**config.mk**
```make
export PLATFORM = sky130hd
export DESIGN_NAME = tx_word_pacer
export DESIGN_NICKNAME = d
export VERILOG_FILES = /design/src/rtl/tx_word_pacer.sv
export SDC_FILE = /design/constraint.sdc
export NUM_CORES = 1
export LEC_CHECK = 0
export ABC_AREA = 1
export BUFFER_PORTS_ARGS = -buffer_cell sky130_fd_sc_hd__buf_2
export CAP_MARGIN = 30
export CELL_PAD_IN_SITES_DETAIL_PLACEMENT = 0
export CELL_PAD_IN_SITES_GLOBAL_PLACEMENT = 2
export CORE_MARGIN = 1.5
export CORE_UTILIZATION = 39
export DETAILED_ROUTE_END_ITERATION = 16
export HOLD_SLACK_MARGIN = 0.05
export PLACE_DENSITY_LB_ADDON = 0.1
export SLEW_MARGIN = 20
export SYNTH_ARGS = -nofsm -noshare
export SYNTH_HDL_FRONTEND = slang
export SYNTH_SLANG_ARGS = --single-unit
```
**constraint.sdc**
```tcl
create_clock -name clk -period 2.7 [get_ports clk]
set_clock_uncertainty 0.1 [all_clocks]
set_input_delay 0.405 -clock clk [delete_from_list [all_inputs] [get_ports clk]]
set_output_delay 0.405 -clock clk [all_outputs]
set_load 0.1 [all_outputs]
```
**src/rtl/tx_word_pacer.sv**
```systemverilog
// Paces 10-bit encoded words into an 8-valid/2-idle slot cadence, filling empty slots with K28.5 commas.
// Optional TX_PACER_STATS_EN adds a saturating comma counter and a sticky underrun flag.
module tx_word_pacer #(
  parameter int          FIFO_DEPTH = 4,
  parameter logic [9:0]  IDLE_K_NEG = 10'b0011111010,
  parameter logic [9:0]  IDLE_K_POS = 10'b1100000101
) (
  input  logic        clk,
  input  logic        rst_n,
  input  logic        in_valid,
  input  logic [9:0]  in_data,
  output logic        in_ready,
  output logic        valid,
  output logic [9:0]  data_out,
`ifdef TX_PACER_STATS_EN
  output logic [15:0] idle_count,
  output logic        underrun_flag,
`endif
  output logic        is_idle
);

  localparam int AW = $clog2(FIFO_DEPTH);
  localparam int PW = AW + 1;

  function automatic logic [15:0] sat_inc16(input logic [15:0] v);
    return (v == 16'hFFFF) ? v : v + 16'd1;
  endfunction

  logic [9:0]    mem_q [FIFO_DEPTH];
  logic [PW-1:0] wr_ptr_q, wr_ptr_d;
  logic [PW-1:0] rd_ptr_q, rd_ptr_d;
  logic [3:0]    slot_q, slot_d;
  logic          run_q;
  logic          pol_q, pol_d;
  logic          valid_q, valid_d;
  logic [9:0]    data_q, data_d;
  logic          idle_q, idle_d;

  logic full, empty, push, slot_act, pop, ins_idle;

  assign empty    = (wr_ptr_q == rd_ptr_q);
  assign full     = (wr_ptr_q[AW] != rd_ptr_q[AW]) &&
                    (wr_ptr_q[AW-1:0] == rd_ptr_q[AW-1:0]);
  // run_q holds ready low through reset and releases it one clock after rst_n rises.
  assign in_ready = run_q && !full;
  assign push     = in_valid && in_ready;
  assign slot_act = (slot_q < 4'd8);
  assign pop      = slot_act && !empty;
  assign ins_idle = slot_act && empty;

  always_comb begin
    slot_d   = (slot_q == 4'd9) ? 4'd0 : slot_q + 4'd1;
    wr_ptr_d = push ? wr_ptr_q + PW'(1) : wr_ptr_q;
    rd_ptr_d = pop  ? rd_ptr_q + PW'(1) : rd_ptr_q;
    valid_d  = slot_act;
    data_d   = data_q;
    idle_d   = idle_q;
    pol_d    = pol_q;
    if (pop) begin
      data_d = mem_q[rd_ptr_q[AW-1:0]];
      idle_d = 1'b0;
    end else if (ins_idle) begin
      data_d = pol_q ? IDLE_K_POS : IDLE_K_NEG;
      idle_d = 1'b1;
      pol_d  = ~pol_q;
    end
  end

  always_ff @(posedge clk) begin
    if (push) mem_q[wr_ptr_q[AW-1:0]] <= in_data;
  end

  always_ff @(posedge clk) begin
    if (!rst_n) begin
      slot_q   <= 4'd0;
      wr_ptr_q <= '0;
      rd_ptr_q <= '0;
      run_q    <= 1'b0;
      pol_q    <= 1'b0;
      valid_q  <= 1'b0;
      data_q   <= 10'd0;
      idle_q   <= 1'b0;
    end else begin
      slot_q   <= slot_d;
      wr_ptr_q <= wr_ptr_d;
      rd_ptr_q <= rd_ptr_d;
      run_q    <= 1'b1;
      pol_q    <= pol_d;
      valid_q  <= valid_d;
      data_q   <= data_d;
      idle_q   <= idle_d;
    end
  end

  assign valid    = valid_q;
  assign data_out = data_q;
  assign is_idle  = idle_q;

`ifdef TX_PACER_STATS_EN
  logic [15:0] idle_cnt_q;
  logic        underrun_q;
  logic        seen_data_q;

  always_ff @(posedge clk) begin
    if (!rst_n) begin
      idle_cnt_q  <= 16'd0;
      underrun_q  <= 1'b0;
      seen_data_q <= 1'b0;
    end else begin
      if (ins_idle) idle_cnt_q <= sat_inc16(idle_cnt_q);
      if (ins_idle && seen_data_q) underrun_q <= 1'b1;
      if (pop) seen_data_q <= 1'b1;
    end
  end

  assign idle_count    = idle_cnt_q;
  assign underrun_flag = underrun_q;
`endif

endmodule
```
==> flow_metrics.env, run 1 <==
export IMPL_worstMarginPinSlew_ps=589
export IMPL_status="finished, final reports clean"
export IMPL_portBuffers=25
export IMPL_syn_nets=350
export IMPL_ctsResizeCount=0
export IMPL_async_reset_ff_share_pct=0
export IMPL_start_util_pct=40.2
export IMPL_ys_ff_latch=66
export IMPL_num_rows=31
export IMPL_yosysSeqAreaShare_pct=59.1
export IMPL_dp_cells=451
export IMPL_root_buffer="clkbuf_8"
export IMPL_dieArea_um2=8000
export IMPL_grt_max_degree=21
export IMPL_antenna_found_initial=0
export IMPL_holdPathEnd="mem_q[0][1]"
export IMPL_powerDensity_nw_per_um2=1050
export IMPL_synth_cells=330
export IMPL_synth_common_cells="nand2_1, inv_1, nand3_1"
export IMPL_multi_input_area_um2=876
export IMPL_clockBufferDepth=2
export IMPL_place_congestion=0.679
export IMPL_critPathKind="register to output pin"
export IMPL_die_w_um=89.4
export IMPL_wirelength_mm=5.58
export IMPL_slew_violations=0
export IMPL_n_fill_cell=734
export IMPL_worstSetupStartpointType="register"
export IMPL_wl_per_cell_um=12.0
export IMPL_worst_ep_arrival_time_ps=1640
export IMPL_post_route_drc_count=0
export IMPL_crit_path_cell_trace="inv_1 -> nand2_1 -> nand2_1 -> nand3_2 -> nand2_1 -> inv_1 -> buf_2"
export IMPL_worst_r2r_endpoint="mem_q[0][2]"
export IMPL_setup_viol=0
export IMPL_min_period_ps=2140
export IMPL_fmax_mhz=467
export IMPL_synth_area_leaders="edfxtp_1, dfxtp_1, nand2_1"
export IMPL_drive_gt1_share_pct=15.2
export IMPL_final_cell_area_um2=3330
export IMPL_cap_violations=0
export IMPL_tns_ps=0
export IMPL_seqCellArea_um2=1720
export IMPL_reg2reg_slack_ps=970
export IMPL_reg2reg_depth=7
export IMPL_r2r_start="wr_ptr_q[1]"
export IMPL_synth_distinct_cells=23
export IMPL_crit_path_top_delay_cell="buf_2"
export IMPL_avgSynthCellArea_um2=8.83
export IMPL_holdBufCountCts=0
export IMPL_synthToLayoutAreaGrowth_pct=14.2
export IMPL_crit_buf_inv=3
export IMPL_layout_cells_non_filler=467
export IMPL_post_route_period_util_pct=79.4
export IMPL_finalNetCount=383
export IMPL_coreArea_um2=7250
export IMPL_required_ps=2190
export IMPL_drt_initial_drc_count=61
export IMPL_hpwl_mm=3.78
export IMPL_min_from="in_data[1]"
export IMPL_mappedNetlistArea_um2=2910
export IMPL_path_clk_slew_ps=80
export IMPL_io_pins=26
export IMPL_drtAntennaViolNets=0
export IMPL_power_mw=3.48
export IMPL_yosysWarnings=0
export IMPL_p_leak_nw=1.62
export IMPL_max_stage_delay_ps=410
export IMPL_cp_top_family="buffers and inverters"
export IMPL_synth_top_area_cell="edfxtp_1"
export IMPL_cts_tree="done"
export IMPL_clock_sinks=66
export IMPL_routed_via_density=4.28
export IMPL_place_ws_ps=921
export IMPL_cts_setup_buffers=0
export IMPL_min_path_cells=1
export IMPL_synth_top_flop_cell="edfxtp_1"
export IMPL_synth_most_common_cell="nand2_1"
export IMPL_num_vias=1998
export IMPL_first_pass_iters=4
export IMPL_diodes=0
export IMPL_crit_path_end_kind="output pin"
export IMPL_h_tree_depth=3
export IMPL_crit_top_cell="nand2_1"
export IMPL_grt_pass1_wl_mm=9.06
export IMPL_hold_viol_final=0
export IMPL_rsz0062_at_grt="false"
export IMPL_setup_ws_ps=556
export IMPL_postPlaceCellArea_um2=3160
export IMPL_grt_pass1_vias=1825
export IMPL_cts_inserted_buffers=9
export IMPL_die_y_um=89.4
export IMPL_synth_edf_count=40
export IMPL_clock_latency_ps=340
export IMPL_final_util_pct=45.9
export IMPL_ir_drop_mv=0.375
export IMPL_synth_top_area_share_pct=41.2
export IMPL_grtUsageTotal_pct=15.8
export IMPL_overflow=0
export IMPL_hold_path_class="input port to register"
export IMPL_slew_limit_headroom_pct=60.7
export IMPL_critical_path_max_fanout=5
export IMPL_holdWs_ps=170
[layer usage]
layer / global-route usage (%) / vias to the layer above / part of all wire (%)
met2: 23.6 / 28 / 44
met5: 0 / - / 0
li1: - / 1090 / -
met1: 21.3 / 872 / 51
met4: 6.71 / 0 / 1.7
met3: 4.71 / 8 / 3.6
[sequential cells by signal, summed over array words and instances (netlist names), named ones only]
signal and count:
wr_ptr_q 3, pol_q 1, is_idle 1, rd_ptr_q 3, slot_q 4, valid 1
mem_q 40, run_q 1, data_out 10
[worst max path at each step]
stage | endpoint | start | depth (start not counted)
floorplan | in_ready | wr_ptr_q[0] | 6
global placement | in_ready | wr_ptr_q[0] | 7
detailed placement | in_ready | wr_ptr_q[1] | 7
CTS | in_ready | wr_ptr_q[1] | 7
global route | in_ready | wr_ptr_q[0] | 7
finish | in_ready | wr_ptr_q[1] | 7
[where the power goes]
part           internal, mW  switching (mW)  total, mW
combinational         0.319            1.14       1.46
sequential             1.21          0.0753       1.29
clock                 0.329           0.405      0.734
[layout by cell type (no fill, tap or decap), types with 2 or more instances in the layout]
master | synthesis | layout
nand3_1 | 41 | 41
o21ai_0 | 5 | 5
nor2_1 | 20 | 20
nand2_1 | 97 | 97
buf_2 | 6 | 25
clkinv_2 | 0 | 2
clkinv_1 | 2 | 3
inv_2 | 3 | 3
clkbuf_8 | 0 | 9
xor2_1 | 2 | 2
edfxtp_1 | 40 | 40
nand4_1 | 2 | 2
buf_4 | 1 | 7
nand3_2 | 3 | 3
inv_1 | 64 | 64
dfxtp_1 | 26 | 26
a21oi_1 | 3 | 3
clkinvlp_4 | 0 | 3
ha_1 | 7 | 7
[cell type report]
| class | count | area share (%) |
|---|---|---|
| clock buffers | 9 | 3.72 |
| clock inverters | 7 | 1.35 |
| inverters | 69 | 7.78 |
| multi-input cells | 185 | 26.3 |
| flip-flops and latches | 66 | 51.7 |
| well taps | 99 | 3.72 |
| repair buffers | 32 | 5.34 |
[cells by family (layout without fill, tap and decap cells)]
kind of cell / count (synthesis) / after routing / share of synthesized area (%)
compound gates: 10 / 10 / 1.93
xor+xnor: 3 / 3 / 0.902
fa+ha+maj: 7 / 7 / 3.01
buf+inv: 79 / 117 / 10.8
flops: 66 / 66 / 59.1
simple gates: 165 / 165 / 24.2
(Power assumes the default switching activity.)
==> run 2: changes to the inputs <==
Settings changed: CORE_UTILIZATION 39 to 33.
Clock period 2.7 ns to 1.9 ns, I/O delays scaled along.
==> run 2 against run 1 <==
Clock-buffer cell count is 1 higher; largest power group unchanged; flip-flop and latch count unchanged; critical endpoint unchanged; die area rose by 18%; first-iteration DRC count is 15% higher; largest cell class unchanged; via count grew 4.5%.
==> flow_metrics.env, run 2 (synthesized netlist as in run 1, its figures left out) <==
export IMPL_wl_per_cell_um=12.4
export IMPL_diodes=0
export IMPL_met3_usage_pct=3.03
export IMPL_crit_top_cell="nand2_1"
export IMPL_coreArea_um2=8640
export IMPL_seqCellArea_um2=1730
export IMPL_internal_power_mw=3.11
export IMPL_critPathKind="register to output pin"
export IMPL_min_path_cells=1
export IMPL_worst_ep_arrival_time_ps=1390
export IMPL_globalRouteMet2Util_pct=24.4
export IMPL_met1_usage_pct=17.5
export IMPL_holdBufCountCts=0
export IMPL_path_clk_slew_ps=80
export IMPL_antenna_found_initial=0
export IMPL_die_y_um=97.0
export IMPL_holdWs_ps=70.4
export IMPL_n_fill_cell=877
export IMPL_hold_path_class="input port to register"
export IMPL_slew_violations=0
export IMPL_seqPwrFrac_pct=34.0
export IMPL_hpwl_mm=4.36
export IMPL_required_ps=1510
export IMPL_largest_reg_flops=40
export IMPL_cts_tree="done"
export IMPL_cts_inserted_buffers=9
export IMPL_switching_share_pct=42.8
export IMPL_io_pins=26
export IMPL_start_util_pct=33.7
export IMPL_cp_top_family="buffers and inverters"
export IMPL_drt_initial_drc_count=70
export IMPL_max_stage_delay_ps=340
export IMPL_portBuffers=25
export IMPL_grt_pass1_wl_mm=10.4
export IMPL_grt_max_degree=21
export IMPL_grt_busiest_layer="met2"
export IMPL_final_common_cell="nand2_1"
export IMPL_multi_input_area_um2=878
export IMPL_post_route_period_util_pct=93.2
export IMPL_crit_path_top_delay_cell="dfxtp_2"
export IMPL_hold_viol_final=0
export IMPL_crit_buf_inv=3
export IMPL_die_w_um=97.0
export IMPL_routed_via_density=4.34
export IMPL_clock_latency_ps=340
export IMPL_dp_cells=465
export IMPL_r2r_start="wr_ptr_q[1]"
export IMPL_drive_gt1_share_pct=17.4
export IMPL_finalNetCount=388
export IMPL_worstSetupStartpointType="register"
export IMPL_power_mw=5.43
export IMPL_worstMarginPinSlew_ps=490
export IMPL_clockBufferDepth=2
export IMPL_reg2reg_depth=7
export IMPL_place_congestion=0.749
export IMPL_status="finished, final reports clean"
export IMPL_synthToLayoutAreaGrowth_pct=19.2
export IMPL_ir_drop_mv=0.641
export IMPL_cap_violations=0
export IMPL_drtAntennaViolNets=0
export IMPL_crit_path_end_kind="output pin"
export IMPL_min_period_ps=1770
export IMPL_power_frac_comb_pct=39.6
export IMPL_h_tree_depth=3
export IMPL_crit_path_cell_trace="inv_1 -> nand2_1 -> nand2_1 -> nand3_2 -> nand2_1 -> inv_1 -> buf_12"
export IMPL_reg2reg_slack_ps=350
export IMPL_powerDensity_nw_per_um2=1560
export IMPL_setup_viol=0
export IMPL_layout_common_cells="nand2_1, inv_1, nand3_1"
export IMPL_root_buffer="clkbuf_8"
export IMPL_power_clock_fraction_pct=26.4
export IMPL_worst_r2r_endpoint="mem_q[3][8]"
export IMPL_post_route_drc_count=0
export IMPL_min_from="in_data[0]"
export IMPL_p_sw_mw=2.32
export IMPL_num_vias=2088
export IMPL_holdPathEnd="mem_q[0][0]"
export IMPL_wirelength_mm=5.96
export IMPL_num_rows=34
export IMPL_grt_pass1_vias=2145
export IMPL_slew_limit_headroom_pct=67.6
export IMPL_critical_path_max_fanout=5
export IMPL_p_leak_nw=1.69
export IMPL_clock_sinks=66
export IMPL_layout_cells_non_filler=481
export IMPL_overflow=0
export IMPL_fmax_mhz=565
export IMPL_first_pass_iters=4
export IMPL_grtUsageTotal_pct=14.4
export IMPL_dieArea_um2=9400
run 2: changes by cell type in the layout (fill, tap and decap cells not counted), sizes merged:
| cell | previous run | this run |
|---|---|---|
| clkinv | 5 | 4 |
| inv | 68 | 67 |
| buf | 32 | 37 |
| clkinvlp | 3 | 1 |
| bufinv | 0 | 3 |
| clkbuf | 9 | 10 |
run 2: through the flow:
stage	instance area (µm²)	util, %	setup TNS (ps)	worst slack [ps]
2_1_floorplan	2910	-	0	123
3_3_place_gp	3220	37.3	0	293
5_1_grt	3470	40.2	-6.91	-6.91
3_5_place_dp	3220	37.3	0	272
6_report	3470	40.2	0	129
4_1_cts	3460	40.1	0	41.7
run 2: layer usage:
metal  up-vias  wire, µm
li1       1107         -
met1       942      2820
met2        31      2880
met3         8       167
met4         0        99
met5         -         0
run 2: worst register-to-register path, stage by stage (launching register included):
cell,delay (ps)
dfxtp_2,360
inv_1,110
nand2_1,80
nand2_1,80
nand3_2,90
nand3_2,120
nor2_1,110
buf_4,200
run 2: repair_timing:
action | 4_1_cts | 5_1_grt
resized for setup | 0 | 5
endpoints found under the hold margin | 0 | 0
buffers inserted | 0 | 0
endpoints found under the setup margin | 0 | 1
run 2: area by class of cell:
| cell class | instances | share of cell area [%] |
|---|---|---|
| clock buffer | 10 | 3.67 |
| tap | 108 | 3.89 |
| clock inverter | 6 | 3.31 |
| timing repair buffer | 37 | 6.63 |
| multi-input combinational | 185 | 25.3 |
| sequential | 66 | 49.7 |
| inverter | 69 | 7.46 |
run 2: power groups by stage:
stage	clock (mW)	combinational, mW	sequential [mW]
2_1_floorplan	0	0.907	2.68
3_3_place_gp	0	2.19	1.87
3_5_place_dp	0	2.18	1.88
4_1_cts	1.48	2.19	1.85
5_1_grt	1.54	2.39	1.88
6_report	1.43	2.15	1.85
run 2: worst max path at each step:
stage,cells after the start,start,endpoint
after floorplan,6,wr_ptr_q[0],mem_q[0][0]
after global placement,7,wr_ptr_q[0],mem_q[3][1]
after detailed placement,7,wr_ptr_q[1],mem_q[3][6]
after CTS,7,wr_ptr_q[1],in_ready
after global routing,7,wr_ptr_q[1],in_ready
final,7,wr_ptr_q[1],in_ready
==> run 3: changes to the inputs <==
Settings changed: PLACE_DENSITY from default to 0.85, PLACE_DENSITY_LB_ADDON 0.1 to default.
==> run 3 against run 2 <==
Via count shrank 0.43%; core utilization down 0.97 points; flip-flop and latch count stayed put; worst setup slack worse by 9.0 ps; global-route usage is 1.1 points lower; sequential share of layout area up 1.2 points; critical endpoint unchanged; largest power group unchanged; highest routed layer unchanged.
==> flow_metrics.env, run 3 (synthesized netlist as in run 1, its figures left out) <==
export IMPL_layout_cells_non_filler=478
export IMPL_crit_path_top_delay_cell="dfxtp_1"
export IMPL_grt_pass1_wl_mm=9.63
export IMPL_slew_violations=0
export IMPL_clock_latency_ps=340
export IMPL_crit_buf_inv=3
export IMPL_portBuffers=25
export IMPL_num_vias=2079
export IMPL_setup_viol=0
export IMPL_critical_path_max_fanout=5
export IMPL_diodes=0
export IMPL_seqPwrFrac_pct=36.3
export IMPL_drt_initial_drc_count=77
export IMPL_largest_reg_flops=40
export IMPL_crit_path_cell_trace="inv_1 -> nand2_1 -> nand2_1 -> nand3_2 -> nand2_1 -> inv_1 -> buf_12"
export IMPL_p_sw_mw=2.25
export IMPL_cts_inserted_buffers=9
export IMPL_num_rows=34
export IMPL_hold_viol_final=0
export IMPL_postPlaceCellArea_um2=3200
export IMPL_final_util_pct=39.2
export IMPL_die_w_um=97.0
export IMPL_cts_setup_buffers=0
export IMPL_switching_share_pct=44.4
export IMPL_io_pins=26
export IMPL_drive_gt1_share_pct=16.2
export IMPL_cp_top_family="flip-flops"
export IMPL_hpwl_mm=4.09
export IMPL_critPathKind="register to output pin"
export IMPL_dieArea_um2=9400
export IMPL_final_common_cell="nand2_1"
export IMPL_holdBufCountCts=0
export IMPL_finalNetCount=385
export IMPL_crit_path_end_kind="output pin"
export IMPL_slew_limit_headroom_pct=67.9
export IMPL_ctsResizeCount=0
export IMPL_rsz0062_at_grt="false"
export IMPL_root_buffer="clkbuf_8"
export IMPL_fmax_mhz=562
export IMPL_final_cell_area_um2=3390
export IMPL_layout_common_cells="nand2_1, inv_1, nand3_1"
export IMPL_coreArea_um2=8640
export IMPL_powerDensity_nw_per_um2=1490
export IMPL_path_clk_slew_ps=70
export IMPL_hold_path_class="input port to register"
export IMPL_start_util_pct=33.7
export IMPL_first_pass_iters=6
export IMPL_post_route_drc_count=0
export IMPL_cap_violations=0
export IMPL_dp_cells=462
export IMPL_post_route_period_util_pct=93.7
export IMPL_worst_ep_arrival_time_ps=1390
export IMPL_crit_top_cell="nand2_1"
export IMPL_grt_max_degree=21
export IMPL_internal_power_mw=2.81
export IMPL_wl_per_cell_um=11.7
export IMPL_wirelength_mm=5.60
export IMPL_tns_ps=0
export IMPL_p_leak_nw=1.65
export IMPL_ir_drop_mv=0.419
export IMPL_h_tree_depth=3
export IMPL_required_ps=1510
export IMPL_setup_ws_ps=120
export IMPL_cts_tree="done"
export IMPL_grtUsageTotal_pct=13.4
export IMPL_die_y_um=97.0
export IMPL_power_clock_fraction_pct=22.2
export IMPL_grt_pass1_vias=2075
export IMPL_overflow=0
export IMPL_drtAntennaViolNets=0
export IMPL_place_ws_ps=218
export IMPL_max_stage_delay_ps=410
export IMPL_worstSetupStartpointType="register"
export IMPL_holdWs_ps=71.1
export IMPL_power_frac_comb_pct=41.5
export IMPL_min_period_ps=1780
export IMPL_worstMarginPinSlew_ps=485
export IMPL_power_mw=5.07
export IMPL_synthToLayoutAreaGrowth_pct=16.4
export IMPL_clockBufferDepth=2
export IMPL_clock_sinks=66
export IMPL_status="finished, final reports clean"
export IMPL_place_congestion=0.775
export IMPL_routed_via_density=4.35
export IMPL_antenna_found_initial=0
==> run 3: per-layer routing <==
layer	vias up	track usage, %	routed length, µm
met1	932	15.3	2550
met4	0	8.47	222
met5	-	0	0
met3	19	3.18	184
met2	34	22.3	2650
li1	1094	-	-
==> run 3: final cells by class <==
cell class | instances | area [µm²]
tap | 108 | 135
clock buffer | 11 | 131
multi-input combinational | 185 | 876
clock inverter | 5 | 55.1
fill | 875 | 5250
inverter | 69 | 259
sequential | 66 | 1730
timing repair buffer | 34 | 208
==> run 3: path summary, 6_finish.rpt <==
check | cells past startpoint | end | from | slack (ps)
hold / removal | 1 | mem_q[2][0] | in_data[0] | 70
hold reg to reg | 1 | slot_q[0] | slot_q[0] | 380
setup reg to reg | 7 | mem_q[0][0] | rd_ptr_q[1] | 270
setup / recovery | 7 | in_ready | rd_ptr_q[1] | 120
==> run 3: power by group through the flow <==
| stage | Sequential, mW | Clock (mW) | Combinational, mW |
|---|---|---|---|
| final | 1.84 | 1.12 | 2.10 |
| after global routing | 1.87 | 1.22 | 2.33 |
| after CTS | 1.84 | 1.16 | 2.13 |
| after detailed placement | 1.87 | 0 | 2.12 |
| after global placement | 1.86 | 0 | 2.12 |
| after floorplan | 2.68 | 0 | 0.907 |
==> run 3: worst register-to-register path, delay by kind of cell, from the launching register on <==
kind	cells	cell delay, ps
simple gates	5	530
flops	1	410
buf+inv	2	290
